<file path="src/rtl/cve2_multdiv_iter.sv">
// Iterative RV32M multiply/divide unit. It computes every sum through the ALU's shared adder.
// Operation latency is fixed and does not depend on operand values:
//   - multiply: 1 accept + 32 shift-add + 1 sign correction, result at accept + 34 cycles;
//   - divide: 1 accept + 2 abs + 32 restoring steps + 1 sign fix, result at accept + 36 cycles.
// Ports:
//   clk_i, rst_i             clock, synchronous active-high reset
//   mult_en_i, div_en_i      request levels, held until valid_o (multiply has priority)
//   md_op_i                  MUL/MULH/MULHSU/MULHU or DIV/DIVU/REM/REMU
//   op_a_i, op_b_i           rs1, rs2
//   alu_adder_ext_i          ALU adder result, [33:1] = operand_a + operand_b (33 bit)
//   multdiv_operand_a/b_o    adder operands, zero while multdiv_sel_o is low
//   multdiv_sel_o            ALU adder owned by this block
//   valid_o, result_o        one-cycle result strobe and held result
module cve2_multdiv_iter (
  input  logic        clk_i,
  input  logic        rst_i,
  input  logic        mult_en_i,
  input  logic        div_en_i,
  input  logic [1:0]  md_op_i,
  input  logic [31:0] op_a_i,
  input  logic [31:0] op_b_i,
  input  logic [33:0] alu_adder_ext_i,
  output logic [32:0] multdiv_operand_a_o,
  output logic [32:0] multdiv_operand_b_o,
  output logic        multdiv_sel_o,
  output logic        valid_o,
  output logic [31:0] result_o
);

  typedef enum logic [2:0] {
    StIdle, StMulIter, StMulLast, StDivAbsA, StDivAbsB, StDivIter, StDivFix, StDone
  } state_e;

  state_e      r_state, w_state_next;
  logic [4:0]  r_cnt;
  logic [32:0] r_acc;       // multiply: high partial product; divide: remainder
  logic [32:0] r_a;         // multiply: multiplicand; divide: dividend, then quotient
  logic [31:0] r_b;         // multiply: multiplier, then low product; divide: divisor
  logic [1:0]  r_op;
  logic        r_is_div, r_a_signed, r_neg_a, r_neg_b, r_div_zero;
  logic [31:0] r_result;

  logic        w_a_signed, w_b_signed, w_active_en, w_div_neg, w_fix_neg, w_unused_adder_lsb;
  logic [32:0] w_sum, w_rem_shift, w_fix_src, w_op_a, w_op_b;
  logic        w_sel;

  assign w_sum              = alu_adder_ext_i[33:1];
  assign w_div_neg          = alu_adder_ext_i[33];  // trial subtraction went negative
  assign w_unused_adder_lsb = alu_adder_ext_i[0];
  assign w_active_en        = r_is_div ? div_en_i : mult_en_i;
  assign w_rem_shift        = {r_acc[31:0], r_a[31]};
  assign w_fix_src          = {1'b0, (r_op[1] ? r_acc[31:0] : r_a[31:0])};
  // Remainder follows the dividend sign; quotient of a divide by zero stays all ones.
  assign w_fix_neg          = r_op[1] ? r_neg_a : ((r_neg_a ^ r_neg_b) & ~r_div_zero);

  always_comb begin
    w_a_signed = 1'b0;
    w_b_signed = 1'b0;
    if (mult_en_i) begin
      w_a_signed = (md_op_i == 2'b01) || (md_op_i == 2'b10);
      w_b_signed = (md_op_i == 2'b01);
    end else begin
      w_a_signed = ~md_op_i[0];
      w_b_signed = ~md_op_i[0];
    end
  end

  always_comb begin
    w_state_next = r_state;
    w_op_a       = '0;
    w_op_b       = '0;
    w_sel        = 1'b1;
    unique case (r_state)
      StIdle: begin
        w_sel = 1'b0;
        if (mult_en_i)     w_state_next = StMulIter;
        else if (div_en_i) w_state_next = StDivAbsA;
      end
      StMulIter: begin
        w_op_a = r_acc;
        w_op_b = r_b[0] ? r_a : '0;
        if (r_cnt == 5'd0) w_state_next = StMulLast;
      end
      StMulLast: begin
        // Multiplier sign bit weighs -2^32: subtract the multiplicand from the high half.
        w_op_a       = r_acc;
        w_op_b       = r_neg_b ? (~r_a + 33'd1) : '0;
        w_state_next = StDone;
      end
      StDivAbsA: begin
        w_op_b       = r_neg_a ? (~r_a + 33'd1) : r_a;
        w_state_next = StDivAbsB;
      end
      StDivAbsB: begin
        w_op_b       = r_neg_b ? (~{1'b0, r_b} + 33'd1) : {1'b0, r_b};
        w_state_next = StDivIter;
      end
      StDivIter: begin
        w_op_a = w_rem_shift;
        w_op_b = ~{1'b0, r_b} + 33'd1;
        if (r_cnt == 5'd0) w_state_next = StDivFix;
      end
      StDivFix: begin
        w_op_b       = w_fix_neg ? (~w_fix_src + 33'd1) : w_fix_src;
        w_state_next = StDone;
      end
      StDone: begin
        w_sel        = 1'b0;
        w_state_next = StIdle;
      end
      default: begin
        w_sel        = 1'b0;
        w_state_next = StIdle;
      end
    endcase
    if ((r_state != StIdle) && (r_state != StDone) && !w_active_en) w_state_next = StIdle;
  end

  always_ff @(posedge clk_i) begin
    if (rst_i) r_state <= StIdle;
    else       r_state <= w_state_next;
  end

  always_ff @(posedge clk_i) begin
    if (rst_i) begin
      r_cnt      <= '0;
      r_acc      <= '0;
      r_a        <= '0;
      r_b        <= '0;
      r_op       <= '0;
      r_is_div   <= 1'b0;
      r_a_signed <= 1'b0;
      r_neg_a    <= 1'b0;
      r_neg_b    <= 1'b0;
      r_div_zero <= 1'b0;
      r_result   <= '0;
    end else begin
      case (r_state)
        StIdle: begin
          if (mult_en_i || div_en_i) begin
            r_is_div   <= ~mult_en_i;
            r_op       <= md_op_i;
            r_a        <= {w_a_signed & op_a_i[31], op_a_i};
            r_b        <= op_b_i;
            r_acc      <= '0;
            r_cnt      <= 5'd31;
            r_a_signed <= w_a_signed;
            r_neg_a    <= w_a_signed & op_a_i[31];
            r_neg_b    <= w_b_signed & op_b_i[31];
            r_div_zero <= (op_b_i == 32'd0);
          end
        end
        StMulIter: begin
          // Partial sum fits 33 bits as signed or unsigned, matching the multiplicand.
          r_acc <= {(r_a_signed ? w_sum[32] : 1'b0), w_sum[32:1]};
          r_b   <= {w_sum[0], r_b[31:1]};
          r_cnt <= r_cnt - 5'd1;
        end
        StMulLast: begin
          if (w_active_en) r_result <= (r_op == 2'b00) ? r_b : w_sum[31:0];
        end
        StDivAbsA: r_a <= {1'b0, w_sum[31:0]};
        StDivAbsB: begin
          r_b   <= w_sum[31:0];
          r_acc <= '0;
          r_cnt <= 5'd31;
        end
        StDivIter: begin
          r_acc <= w_div_neg ? w_rem_shift : w_sum;
          r_a   <= {1'b0, r_a[30:0], ~w_div_neg};
          r_cnt <= r_cnt - 5'd1;
        end
        StDivFix: begin
          if (w_active_en) r_result <= w_sum[31:0];
        end
        default: ;
      endcase
    end
  end

  assign multdiv_operand_a_o = w_op_a;
  assign multdiv_operand_b_o = w_op_b;
  assign multdiv_sel_o       = w_sel;
  assign valid_o             = (r_state == StDone);
  assign result_o            = r_result;

endmodule

</file>
<file path="config.mk">
export PLATFORM = sky130hd
export DESIGN_NAME = cve2_multdiv_iter
export DESIGN_NICKNAME = d
export VERILOG_FILES = /design/src/rtl/cve2_multdiv_iter.sv
export SDC_FILE = /design/constraint.sdc
export NUM_CORES = 1
export LEC_CHECK = 0
export BUFFER_PORTS_ARGS = -buffer_cell sky130_fd_sc_hd__buf_2
export CAP_MARGIN = 20
export CORE_UTILIZATION = 59
export CTS_BUF_LIST = sky130_fd_sc_hd__clkbuf_4
export DETAILED_ROUTE_END_ITERATION = 12
export HOLD_SLACK_MARGIN = 0.02
export PLACE_DENSITY_LB_ADDON = 0.25
export SLEW_MARGIN = 40
export SYNTH_ARGS = -nofsm -noshare
export SYNTH_HDL_FRONTEND = slang
export SYNTH_SLANG_ARGS = --single-unit
</file>
<file path="constraint.sdc">
create_clock -name clk_i -period 5.3 [get_ports clk_i]
set_input_delay 0.265 -clock clk_i [delete_from_list [all_inputs] [get_ports clk_i]]
set_output_delay 0.265 -clock clk_i [all_outputs]
set_load 0.01 [all_outputs]
</file>
==> summary.txt, run 1 <==
Post-route ant nets -> 0
Number of distinct library cells after synthesis -> 73
Syn nets -> 1596
Unrepaired setup endpoints after global routing -> no
Hold Path Origin -> alu_adder_ext_i[5]
Register-to-register setup slack -> 2050 ps
Instance count of the mapped netlist -> 1486
WHS Path Cells -> 3
Worst vdd ir -> 236 uV
Status -> finished clean
Slew Viols, Final -> 0
Top Ports -> 204
Placed cells -> 1785
Area post-placement -> 0.0121 mm^2
Fmax -> 226 MHz
FP Rows -> 49
Global-route wire length before repair -> 64600 um
Post-CTS sizing -> 0
Final TNS setup -> 0 ps
Fill cells -> 1487
Worst path max stage delay -> 880 ps
PortBufs -> 202
DP HPWL -> 28300 um
Later-pin clock latency in the skew report -> 600 ps
Die H -> 139 um
DRT Wirelength -> 42100 um
CTS tree -> built
Initial antenna violation count -> 1
Critical Path Source Type -> flop
Leak -> 5.16 nW
Avg Cell Area, Syn -> 7.50 um^2
Seq cells post-synth -> 145
Initial Util -> 61.2%
Post-synth EDFFs -> 0
Congestion Overflow GR -> 0
Most frequent cells in the layout -> nor2_1, buf_2, dfxtp_1
Mapped Area -> 0.0111 mm^2
Top delay family on crit path -> simple AND/OR/NAND/NOR gates
Fin crit share -> 83.6%
Layout cell share with drive strength beyond 1 -> 18.6%
CP max stage cell -> dfxtp_2
CP Max Fanout -> 35
Max-Cap Viols -> 0
Pin count of the biggest net entering global routing -> 66
Worst path cell trace -> mux2i_1 -> ha_1 -> nor4b_1 -> o21bai_1 -> or4_1 -> nand3_1 -> nand2_1 -> or4_1 -> buf_2
Final nets -> 1754
R2R Path End -> r_a[3]
Vias/cell -> 6.92
Post-Route Skew -> 23.9 ps
Worst Hold Class -> in2reg
Worst Path Buf+Inv -> 1
Final Cell Area -> 0.0131 mm^2
Async set-reset flop share out of synthesis -> 0%
Slew @ Worst Pin -> 877 ps
Number of global-route vias before repair -> 11600
Worst EP arrival -> 4160 ps
Die Wd -> 139 um
Commonest non-fill, non-tap cell in the layout -> nor2_1
Setup crit end kind -> output port
Die area -> 0.0194 mm^2
CTS clk-pin slew, worst paths -> 160 ps
Worst slew margin -> 41.3%
Post-CTS Hold Buffers -> 67
Register area share after synthesis -> 26.1%
Drt first-iter violations -> 1737
CP most frequent cell -> or4_1
Ys Warns -> 0
Synth-to-Final Area Change -> 17.3%
Via count -> 13100
Setup WS post-layout -> 872 ps
Post-Layout Cell Count -> 1887
Top_reg_cell synth -> dfxtp_1
PwrDens -> 328 mW/mm^2
Deepest clock path buffer count -> 2
# setup viols final -> 0
H-tree levels -> 4
Worst EP required -> 5040 ps
Kind of critical path -> reg2out
Dpl ws -> 1590 ps
Clock tree root buffer cell -> clkbuf_4
Core area -> 0.0182 mm^2
CTS Buf Count -> 17
CTS sink count -> 145
Final GP Congestion -> 0.965
R2R depth -> 7
Drt pass-1 iters -> 7
Reg2Reg Launch Point -> r_state[1]
Post-CTS Setup Bufs -> 0
Hold Path End -> result_o[4]
All-layer global routing usage -> 42.1%
Final Hold Vio Count -> 0
DRC -> 0
DR WL/cell -> 22.3 um
Post-layout min period -> 4430 ps
## how the worst max path moves through the flow
stage | from | endpoint | slack [ps] | cells after the start
finish | r_op[1] | multdiv_operand_b_o[30] | 870 | 9
global route | r_op[1] | multdiv_operand_b_o[26] | 520 | 9
CTS | r_op[1] | multdiv_operand_b_o[30] | 930 | 9
detailed placement | r_op[1] | multdiv_operand_b_o[30] | 1590 | 9
global placement | r_op[1] | multdiv_operand_b_o[30] | 1640 | 9
floorplan | r_op[1] | multdiv_operand_b_o[30] | 1290 | 16
## logic make-up (layout without fill, tap and decap cells)
group	count (synthesis)	in the layout	share of synthesized area (%)
AOI/OAI and AO/OA	477	477	30.5
xor gates and xnor gates	51	51	4.01
adders and majority gates	6	6	0.674
buffers and inverters	171	342	6.39
DFF	145	145	26.1
muxes	101	101	9.22
other	0	1	0
and+or+nand+nor	535	535	23.2
## layout make-up
cell class | instances | area [um^2] | area share, %
Inverter | 16 | 60.1 | 0.460
Clock inverter | 15 | 170 | 1.30
Antenna cell | 1 | 2.50 | 0.0192
Timing Repair Buffer | 294 | 1900 | 14.6
Multi-Input combinational cell | 1170 | 7610 | 58.2
Tap cell | 229 | 287 | 2.19
Clock buffer | 17 | 128 | 0.977
Sequential cell | 145 | 2910 | 22.3
## per-stage QoR
stage,util (%),hold WS [ps],power (mW)
finish,71.8,62.1,4.29
global placement,65.9,441,3.35
CTS,71.6,48.0,4.20
detailed placement,66.3,459,3.42
floorplan,-,401,2.87
global route,71.8,46.0,4.51
## layer usage
| metal | routed length, um | GRT usage [%] |
|---|---|---|
| met5 | 0 | 0 |
| met4 | 1130 | 14.1 |
| met3 | 5140 | 9.74 |
| met1 | 17200 | 57.7 |
| met2 | 18600 | 64.9 |
## power breakdown
| part | leakage [nW] | switching (mW) | internal, mW |
|---|---|---|---|
| clock network | 0.154 | 0.513 | 0.256 |
| registers | 1.19 | 0.367 | 1.25 |
| logic | 3.81 | 1.17 | 0.728 |
## sequential cells by signal (all words and copies together), names as in the netlist
register and cells:
r_a 33, r_acc 33, r_b 32, result_o 32, r_cnt 5, r_state 3
r_op 2, r_a_signed 1, r_div_zero 1, r_is_div 1, r_neg_a 1, r_neg_b 1
## synthesized netlist by cell type (13+ instances only)
library cell / number / area, um^2
mux2i_1: 90 / 901
buf_2: 16 / 80.1
nor4_1: 23 / 144
a211oi_1: 67 / 503
a22o_1: 33 / 289
dfxtp_1: 145 / 2900
a311oi_1: 64 / 561
xnor2_1: 26 / 228
o21ai_0: 60 / 300
or3_1: 16 / 100
xor2_1: 25 / 219
nand2_1: 114 / 428
clkbuf_1: 118 / 443
nor2_1: 244 / 916
inv_1: 16 / 60.1
nand3_1: 16 / 80.1
a22oi_1: 72 / 541
o211ai_1: 13 / 97.6
nor3_1: 43 / 215
buf_1: 13 / 48.8
a21oi_1: 83 / 415
## tightest hold or removal path, cell delays in order
cell and delay, ps:
buf_2 150, mux2i_1 130, a211oi_1 90
No activity file was read; power rests on OpenSTA's default activity.
==> inputs of run 2 (changes only) <==
CORE_UTILIZATION = 53   (was 59)
clock period = 3.6 ns   (was 5.3 ns; I/O delays follow)
==> run 2 against run 1 <==
- global-route usage is 1.8 points lower
- final cell count is 6.8% higher
- combinational power is 64% higher
- highest routed layer is now met5
- die area is 11% higher
- via count is 1.8% higher
- cell area is 6.9% higher
- non-clock buffer count is 87 higher
- largest cell class unchanged
- worst hold slack worse by 17 ps
==> summary.txt, run 2 (same netlist as run 1, synthesis figures left out) <==
Commonest non-fill, non-tap cell in the layout -> nor2_1
Die area -> 0.0216 mm^2 (+11%)
Critical Path Source Type -> flop
DRT Wirelength -> 44300 um (+5.2%)
R2R Path End -> r_a[28]
Worst path cell trace -> mux2i_1 -> ha_1 -> nor4b_4 -> o21bai_1 -> or4_4 -> nand3_1 -> nand2_1 -> or4_1 -> buf_2
Slew Viols, Final -> 0 (unchanged)
Initial antenna violation count -> 2 (+1)
Final GP Congestion -> 0.998 (+3.4%)
Max-Cap Viols -> 0 (unchanged)
Grt peak-use layer -> met2
Layout cell share with drive strength beyond 1 -> 20.2% (+1.6 points)
Top delay family on crit path -> simple AND/OR/NAND/NOR gates
CP Max Fanout -> 10 (-71%)
Status -> finished clean
Later-pin clock latency in the skew report -> 610 ps (about the same)
Power, Total -> 6.59 mW (+54%)
R2R depth -> 8 (+1)
Initial Util -> 54.5% (-6.7 points)
Dpl ws -> 347 ps (-1240 ps)
Worst EP required -> 3420 ps (-1620 ps)
CTS sink count -> 145 (unchanged)
Post-Route Skew -> 22.7 ps (-1.16 ps)
Hold Path End -> r_acc[2]
Kind of critical path -> reg2out
CTS tree -> built
All-layer global routing usage -> 40.4% (-1.8 points)
Fin crit share -> 98.8%
Die H -> 147 um (+5.4%)
Hold Path Origin -> alu_adder_ext_i[4]
Vias/cell -> 6.60 (-4.7%)
Area post-placement -> 0.0124 mm^2 (+2.3%)
Post-layout min period -> 3560 ps
CP max stage cell -> or4_1
DRC -> 0 (unchanged)
Most frequent cells in the layout -> nor2_1, buf_2, dfxtp_1
Worst vdd ir -> 270 uV (+14%)
Unrepaired setup endpoints after global routing -> yes
Die Wd -> 147 um (+5.4%)
Register-to-register setup slack -> 230 ps (-1820 ps)
Placed cells -> 1859 (+4.1%)
Stages on worst setup path -> 9 (unchanged)
Drt first-iter violations -> 1466 (-16%)
Clock tree root buffer cell -> clkbuf_4
FP Rows -> 52 (+6.1%)
Slew @ Worst Pin -> 864 ps (-12.7 ps)
Post-route ant nets -> 0 (unchanged)
Setup crit end kind -> output port
Worst EP arrival -> 3380 ps (-780 ps)
H-tree levels -> 4 (unchanged)
DR WL/cell -> 22.0 um (-1.5%)
Final nets -> 1841 (+5.0%)
Worst path max stage delay -> 530 ps (-350 ps)
Drt pass-1 iters -> 9 (+2)
Final Cell Area -> 0.0140 mm^2 (+6.9%)
Reg2Reg Launch Point -> r_state[1]
Final Hold Vio Count -> 0 (unchanged)
Met3 GRT Util -> 8.29% (-1.4 points)
DP HPWL -> 30300 um (+7.0%)
Worst slew margin -> 41.7% (+0.33 points)
Fmax -> 281 MHz
Deepest clock path buffer count -> 2 (unchanged)
# setup viols final -> 0 (unchanged)
Worst Hold Class -> in2reg
GR Layer Usage met2 -> 62.5% (-2.4 points)
Global-route wire length before repair -> 68500 um (+5.9%)
Post-Layout Cell Count -> 2015 (+6.8%)
PortBufs -> 202 (unchanged)
Leak -> 5.61 nW (+8.8%)
CTS Buf Count -> 17 (unchanged)
WHS Path Cells -> 5 (+2)
Top Ports -> 204 (unchanged)
Worst Path Buf+Inv -> 1 (unchanged)
PwrDens -> 472 mW/mm^2 (+44%)
CTS clk-pin slew, worst paths -> 160 ps (about the same)
Synth-to-Final Area Change -> 25.3%
Met1 Track Usage GR -> 55.2% (-2.5 points)
Congestion Overflow GR -> 0 (unchanged)
Core area -> 0.0204 mm^2 (+12%)
Via count -> 13300 (+1.8%)
Regs by FF count -> r_a x33, r_acc x33
Pin count of the biggest net entering global routing -> 66 (unchanged)
Number of global-route vias before repair -> 12200 (+4.8%)
Setup WS post-layout -> 41.6 ps (-830 ps)
run 2: cell count changes in the layout (fill, tap and decap cells not counted), moves of 2 or more:
cell,change
dlygate4sd3_1,+54
buf_4,+35
nor2_4,-2
clkinv_8,+2
nor4_2,+2
nor2_2,+2
buf_8,-2
nor4_1,-2
nor4b_4,+2
run 2: metal layers:
layer	vias up	share of wire, %
li1	6085	-
met1	6239	41
met2	852	44
met3	118	11
met4	2	3.3
met5	-	0.029
run 2: worst max path at each step:
stage,to,from
floorplan,multdiv_operand_b_o[30],r_op[1]
global placement,multdiv_operand_b_o[30],r_op[1]
detailed placement,multdiv_operand_b_o[30],r_op[1]
CTS,multdiv_operand_b_o[24],r_b[14]
global route,multdiv_operand_b_o[30],r_op[1]
finish,multdiv_operand_b_o[30],r_op[1]
run 2: per-stage QoR:
stage	util, %	TNS, ps	hold slack (ps)
finish	68.4	0	45.0
global placement	60.4	0	441
floorplan	-	0	316
CTS	67.9	0	21.7
detailed placement	60.5	0	453
global route	68.4	-135	22.2
run 2: cell type report:
cell class                      count  area [um^2]
Timing Repair Buffer              381         2680
Tap cell                          270          338
Antenna cell                        1         2.50
Clock inverter                     15          166
Inverter                           16         60.1
Fill cell                        1739         6460
Clock buffer                       17          128
Sequential cell                   145         2910
Multi-Input combinational cell   1170         7690
run 2: timing repair:
action,4_1_cts,5_1_grt
cloned,0,0
hold buffers,121,0
pin swaps,0,1
setup endpoints to repair,10,15
buffers inserted,1,1
resized for setup,3,13
hold endpoints to repair,100,0
run 2: worst register-to-register path, cell delays in order, from the launching register on:
cell and delay (ps):
dfxtp_1 720, buf_4 260, nand2b_1 220, nor2_4 70, nor2_2 640, buf_4 390, nand2_1 120, a311oi_1 320
dlygate4sd3_1 600
run 2: power by group:
part | switching (mW) | internal [mW]
sequential | 0.498 | 1.85
clock | 0.799 | 0.320
combinational | 1.85 | 1.27
